<file path="src/rtl/uart_adc_link_pkg.sv">
// Shared types and constants for the UART/ADC stream endpoint.
package uart_adc_link_pkg;

  localparam int unsigned BYTE_W  = 8;
  localparam int unsigned FRAME_W = 16;

  localparam logic [BYTE_W-1:0] CMD_START = 8'h53;
  localparam logic [BYTE_W-1:0] CMD_STOP  = 8'h50;
  localparam logic [BYTE_W-1:0] CMD_READ  = 8'h52;
  localparam logic [BYTE_W-1:0] CMD_DECIM = 8'h44;

  typedef enum logic {RX_CMD, RX_ARG} rx_state_t;

  typedef enum logic [2:0] {TX_IDLE, TX_HDR, TX_MSB, TX_LSB, TX_CSUM} tx_state_t;

  // Sample widened to the 16-bit frame payload.
  typedef struct packed {
    logic [BYTE_W-1:0] msb;
    logic [BYTE_W-1:0] lsb;
  } frame_payload_t;

endpackage

</file>
<file path="src/rtl/uart_adc_framer.sv">
// Serialises one held sample into a HDR/MSB/LSB/CSUM byte frame on a valid/ready stream.
module uart_adc_framer
  import uart_adc_link_pkg::*;
#(
  parameter int unsigned      ADC_W = 12,
  parameter logic [BYTE_W-1:0] HDR  = 8'hA5
) (
  input  logic              clk,
  input  logic              reset,
  input  logic [ADC_W-1:0]  sample,
  input  logic              sample_valid,
  output logic              sample_take_c,
  output logic [BYTE_W-1:0] tx_data,
  output logic              tx_valid,
  input  logic              tx_ready
);

  tx_state_t      state;
  frame_payload_t frame;

  // A held sample is consumed when idle, or back-to-back as the checksum byte leaves.
  assign sample_take_c = sample_valid && ((state == TX_IDLE) || ((state == TX_CSUM) && tx_ready));

  always_ff @(posedge clk or negedge reset) begin
    if (!reset) begin
      state    <= TX_IDLE;
      frame    <= '0;
      tx_data  <= '0;
      tx_valid <= 1'b0;
    end else begin
      case (state)
        TX_IDLE: begin
          if (sample_take_c) begin
            frame    <= FRAME_W'(sample);
            tx_data  <= HDR;
            tx_valid <= 1'b1;
            state    <= TX_HDR;
          end
        end
        TX_HDR: begin
          if (tx_ready) begin
            tx_data <= frame.msb;
            state   <= TX_MSB;
          end
        end
        TX_MSB: begin
          if (tx_ready) begin
            tx_data <= frame.lsb;
            state   <= TX_LSB;
          end
        end
        TX_LSB: begin
          if (tx_ready) begin
            tx_data <= HDR ^ frame.msb ^ frame.lsb;
            state   <= TX_CSUM;
          end
        end
        TX_CSUM: begin
          if (tx_ready) begin
            if (sample_take_c) begin
              frame   <= FRAME_W'(sample);
              tx_data <= HDR;
              state   <= TX_HDR;
            end else begin
              tx_data  <= '0;
              tx_valid <= 1'b0;
              state    <= TX_IDLE;
            end
          end
        end
        default: begin
          tx_valid <= 1'b0;
          state    <= TX_IDLE;
        end
      endcase
    end
  end

endmodule

</file>
<file path="src/rtl/uart_adc_link.sv">
// UART stream endpoint: parses command bytes, decimates ADC samples and emits framed samples.
module uart_adc_link
  import uart_adc_link_pkg::*;
#(
  parameter int unsigned       ADC_W     = 12,
  parameter logic [BYTE_W-1:0] HDR       = 8'hA5,
  parameter int unsigned       DECIM_RST = 1
) (
  input  logic              clk,
  input  logic              reset,
  input  logic [BYTE_W-1:0] rx_data,
  input  logic              rx_valid,
  input  logic              rx_error,
  output logic              rx_ready,
  output logic [BYTE_W-1:0] tx_data,
  output logic              tx_valid,
  output logic              tx_error,
  input  logic              tx_ready,
  input  logic [ADC_W-1:0]  adc_data,
  input  logic              adc_valid,
  output logic              streaming,
  output logic [BYTE_W-1:0] drop_count
);

  rx_state_t         rx_state;
  logic              pending;
  logic [BYTE_W-1:0] decim;
  logic [BYTE_W-1:0] dcnt;
  logic              hold_full;
  logic [ADC_W-1:0]  hold_data;
  logic              rx_fire_c;
  logic              select_c;
  logic              take_c;

  assign tx_error  = 1'b0;
  assign rx_fire_c = rx_valid && rx_ready && !rx_error;

  // One-shot reads take priority over the streaming decimator.
  always_comb begin
    select_c = 1'b0;
    if (adc_valid) begin
      if (pending) begin
        select_c = 1'b1;
      end else if (streaming && (dcnt == (decim - 8'd1))) begin
        select_c = 1'b1;
      end
    end
  end

  always_ff @(posedge clk or negedge reset) begin
    if (!reset) begin
      rx_ready   <= 1'b0;
      rx_state   <= RX_CMD;
      streaming  <= 1'b0;
      pending    <= 1'b0;
      decim      <= BYTE_W'(DECIM_RST);
      dcnt       <= '0;
      hold_full  <= 1'b0;
      hold_data  <= '0;
      drop_count <= '0;
    end else begin
      rx_ready <= 1'b1;

      if (adc_valid) begin
        if (pending) begin
          pending <= 1'b0;
          dcnt    <= '0;
        end else if (streaming) begin
          dcnt <= (dcnt == (decim - 8'd1)) ? '0 : dcnt + 8'd1;
        end
      end

      // Single-entry holding register; full and not draining means the sample is lost.
      if (select_c && (!hold_full || take_c)) begin
        hold_full <= 1'b1;
        hold_data <= adc_data;
      end else begin
        if (take_c) begin
          hold_full <= 1'b0;
        end
        if (select_c && (drop_count != 8'hFF)) begin
          drop_count <= drop_count + 8'd1;
        end
      end

      // Command writes come last so they win over same-cycle capture updates.
      if (rx_fire_c) begin
        case (rx_state)
          RX_CMD: begin
            case (rx_data)
              CMD_START: streaming <= 1'b1;
              CMD_STOP:  streaming <= 1'b0;
              CMD_READ:  pending   <= 1'b1;
              CMD_DECIM: rx_state  <= RX_ARG;
              default:   ;
            endcase
          end
          RX_ARG: begin
            decim    <= (rx_data == 8'd0) ? 8'd1 : rx_data;
            dcnt     <= '0;
            rx_state <= RX_CMD;
          end
        endcase
      end
    end
  end

  uart_adc_framer #(
    .ADC_W (ADC_W),
    .HDR   (HDR)
  ) u_framer (
    .clk           (clk),
    .reset         (reset),
    .sample        (hold_data),
    .sample_valid  (hold_full),
    .sample_take_c (take_c),
    .tx_data       (tx_data),
    .tx_valid      (tx_valid),
    .tx_ready      (tx_ready)
  );

endmodule

</file>
<file path="config.mk">
export PLATFORM = sky130hd
export DESIGN_NAME = uart_adc_link
export DESIGN_NICKNAME = d
export VERILOG_FILES = /design/src/rtl/uart_adc_link_pkg.sv /design/src/rtl/uart_adc_framer.sv /design/src/rtl/uart_adc_link.sv
export SDC_FILE = /design/constraint.sdc
export NUM_CORES = 1
export LEC_CHECK = 0
export ABC_CLOCK_PERIOD_IN_PS = 3700
export CAP_MARGIN = 20
export CORE_ASPECT_RATIO = 0.7
export CORE_UTILIZATION = 55
export CTS_BUF_LIST = sky130_fd_sc_hd__clkbuf_8
export DETAILED_ROUTE_END_ITERATION = 10
export GPL_ROUTABILITY_DRIVEN = 1
export HOLD_SLACK_MARGIN = 0.1
export PLACE_DENSITY = 0.86
export SLEW_MARGIN = 10
export SYNTH_ARGS = -nofsm -noshare
export SYNTH_HDL_FRONTEND = slang
export SYNTH_HIERARCHICAL = 1
export SYNTH_SLANG_ARGS = --single-unit
</file>
<file path="constraint.sdc">
create_clock -name clk -period 3.7 [get_ports clk]
set_input_delay 0.555 -clock clk [delete_from_list [all_inputs] [get_ports clk]]
set_output_delay 0.555 -clock clk [all_outputs]
set_load 0.03 [all_outputs]
</file>
==> flow_summary.json <==
{
  "status": "finished, final reports clean",
  "hold_viol": 0,
  "routed-via-count": 2437,
  "finalCritPeriodShare_pct": 82.4,
  "critical-path-slowest-cell": "sky130_fd_sc_hd__a2111oi_4",
  "postLayoutCoreUtil_pct": 69.8,
  "grt_first_pass_wirelength_mm": 11.5,
  "drt_drc_violations_left": 0,
  "detail_route.first_pass.iterations": 4,
  "flop_and_latch_count_out_of_synthesis": 65,
  "detailedPlacementHpwl_mm": 4.84,
  "pin_count": 46,
  "reg2reg_from": "decim[0]",
  "synth-edff-count": 0,
  "ys_dominant_reg_cell": "sky130_fd_sc_hd__dfrtp_1",
  "dieWidth_um": 96.2,
  "startpoint": "decim[0]",
  "synth_largest_area_cell": "sky130_fd_sc_hd__dfrtp_1",
  "synthesis.instances": 299,
  "overall_die_area_mm2": 0.00654,
  "relative_max_transition_margin_pct": 36.3,
  "diodes": 0,
  "post-synth-top-count-cell": "sky130_fd_sc_hd__dfrtp_1",
  "overall_track_demand_over_capacity_in_global_routing_pct": 24.1,
  "holdCritPathClass": "primary input to asynchronous set/reset pin",
  "worst_skew_pair.late_latency_ps": 350,
  "post_synth_most_frequent_cells": "sky130_fd_sc_hd__dfrtp_1, sky130_fd_sc_hd__nand2_1, sky130_fd_sc_hd__xnor2_1",
  "rows": 23,
  "setup_tns_ps": 0,
  "timing.critical_path.slowest_cell_delay_ps": 690,
  "cellPowerDensity_mw_per_mm2": 650,
  "number_of_buffers_added_by_the_clock_tree_synthesis_step": 9,
  "core-area_mm2": 0.00587,
  "ir_worst_vdd_uv": 282,
  "design.final.nets": 370,
  "first_global_vias": 2292,
  "yosys_warnings": 6,
  "synth_top_area_share_pct": 46.8,
  "clock-skew-final_ps": 7.25,
  "cts_root_buffer": "sky130_fd_sc_hd__clkbuf_8",
  "reg2reg_depth": 8,
  "grt_max_degree": 45,
  "die-height_um": 68.0,
  "setup_repair_after_global_routing_missed_its_margin": "false",
  "worst-endpoint-required_ps": 3940,
  "drtIter0Drc": 151,
  "final_layout_size_suffix_gt1_share_pct": 17.3,
  "cellLeakagePower_uw": 0.00185,
  "critical_path.reg2reg.endpoint": "dcnt[5]",
  "antenna_violating_nets_post_route": 0,
  "slew_violations": 0,
  "mappedNetlistArea_mm2": 0.00342,
  "layout-area-overhead-vs-synth_pct": 19.9,
  "postCtsHoldBufs": 0,
  "filler_cell_count": 421,
  "drt_wl_total_mm": 6.99,
  "gp_congestion": 0.881,
  "cts_max_path_buffers": 2,
  "post_synthesis_mean_instance_area_um2": 11.4,
  "timing.final.setup_violations": 0,
  "timing.max_cap.violations": 0,
  "r2r_slack_ps": 650,
  "number_of_distinct_library_cells_after_synthesis": 55,
  "syn-num-nets": 328,
  "timing_worst_setup_path_type": "register to register",
  "crit_path_capture": "dcnt[5]",
  "worst-slew-pin-transition_ps": 956,
  "ys_seq_area_share_pct": 47.6,
  "setup.worst_path.end_class": "register",
  "clk_pin_slew_worst_paths_ps": 80,
  "async_flop_share_pct": 100,
  "synth_top_cells_by_area": "sky130_fd_sc_hd__dfrtp_1, sky130_fd_sc_hd__mux2_4, sky130_fd_sc_hd__xnor2_1, sky130_fd_sc_hd__mux2_2, sky130_fd_sc_hd__nand2_1",
  "max_freq_mhz": 328,
  "cts.repair_timing.setup_buffer_count": 0,
  "port-buffer-count": 44,
  "initial_core_util_pct": 58.2,
  "average_routed_wire_per_standard_cell_um": 16.6,
  "critical_path_maximum_fanout": 9,
  "cts_tree": "yes",
  "arrival_ps": 3290,
  "vias_per_cell": 5.79,
  "timing.critical_path.from_type": "register",
  "postCtsResizedCells": 0,
  "cp_cell_sequence": "inv_1 -> ha_1 -> xor2_1 -> xnor2_1 -> nand4_1 -> a2111oi_4 -> o21ai_0 -> and3_1",
  "antenna_violations_before_repair": 0,
  "fin_crit_ps": 3050,
  "globalRoute.totalOverflow": 0,
  "h-tree-depth": 3,
  "clock-sinks": 65
}
metal layers:
metal / GRT usage (%) / vias up / part of all wire (%) / routed length, um
met1: 33.2 / 1199 / 48 / 3350
met3: 8.44 / 11 / 5.8 / 406
met5: 0 / - / 0 / 0
met2: 35.5 / 84 / 45 / 3120
li1: - / 1143 / - / -
met4: 7.84 / 0 / 1.5 / 107
registers in the layout (all words and copies together) (netlist names), 3 cells and up:
signal,flops
u_framer/frame,12
u_framer/state,3
dcnt,8
u_framer/tx_data,8
decim,8
hold_data,12
drop_count,8
cells in the final DEF, fill, tap and decap left out, types with 6 or more instances in the layout:
master,count
sky130_fd_sc_hd__dfrtp_1,64
sky130_fd_sc_hd__clkdlybuf4s50_1,43
sky130_fd_sc_hd__nand2_1,25
sky130_fd_sc_hd__xnor2_1,24
sky130_fd_sc_hd__mux2_4,20
sky130_fd_sc_hd__nor2_1,11
sky130_fd_sc_hd__clkbuf_8,11
sky130_fd_sc_hd__mux2_2,10
sky130_fd_sc_hd__inv_1,8
sky130_fd_sc_hd__a21oi_1,8
sky130_fd_sc_hd__nor2b_1,8
sky130_fd_sc_hd__and3_1,8
sky130_fd_sc_hd__xor2_1,7
sky130_fd_sc_hd__o31ai_1,7
sky130_fd_sc_hd__nor3_1,6
sky130_fd_sc_hd__nand4_1,6
sky130_fd_sc_hd__nand3_1,6
sky130_fd_sc_hd__o211ai_1,6
where the power goes:
group	switching, uW	total, uW	internal [uW]
sequential	219	1100	879
clock	293	714	421
combinational	413	853	440
total	926	2670	1740
cell type report:
class	count	area, um^2	share of cell area, %
Timing Repair Buffer	46	450	11.0
Clock inverter	5	85.1	2.08
Sequential cell	65	1630	39.7
Inverter	9	33.8	0.824
Clock buffer	11	151	3.69
Multi-Input combinational cell	210	1660	40.4
Tap cell	75	93.8	2.29
cell families (layout without fill, tap and decap cells):
logic type	after synthesis	in the layout	synth area share (%)
AOI/OAI and AO/OA	46	46	10.3
xor gates and xnor gates	31	31	7.94
adders and majority gates	3	3	1.10
buffers and inverters	24	71	3.95
DFF	65	65	47.6
muxes	35	35	13.8
other	2	2	0.220
and+or+nand+nor	93	93	15.1
worst max-delay path: cells and delay by family, from the launching register on:
family                   cells  cell delay, ps
AO/OA/AOI/OAI                2            1110
XOR/XNOR                     2             390
adder cells (fa/ha/maj)      1             280
buffers and inverters        1              60
flip-flops                   1             600
AND/OR/NAND/NOR              2             480
how the worst min path moves through the flow:
| stage | start | end | slack, ps | cells after the start |
|---|---|---|---|---|
| floorplan | reset | dcnt[0] | 260 | 0 |
| global placement | u_framer/tx_data[4] | u_framer/tx_data[4] | 460 | 2 |
| detailed placement | u_framer/tx_data[7] | u_framer/tx_data[7] | 470 | 2 |
| CTS | reset | rx_ready | 370 | 1 |
| global route | reset | rx_ready | 420 | 1 |
| finish | reset | rx_ready | 350 | 1 |
metrics by stage:
step | total power (uW) | cells | hold WS (ps) | instance area (um^2) | setup WS (ps)
2_1_floorplan | 1710 | 299 | 259 | 3420 | 911
3_3_place_gp | 1910 | 405 | 458 | 3860 | 860
3_5_place_dp | 1950 | 405 | 474 | 3860 | 693
4_1_cts | 2670 | 421 | 374 | 4100 | 677
5_1_grt | 2810 | 421 | 423 | 4100 | 427
6_report | 2670 | 421 | 348 | 4100 | 651
Note: power is estimated with default switching activity, not from simulation.
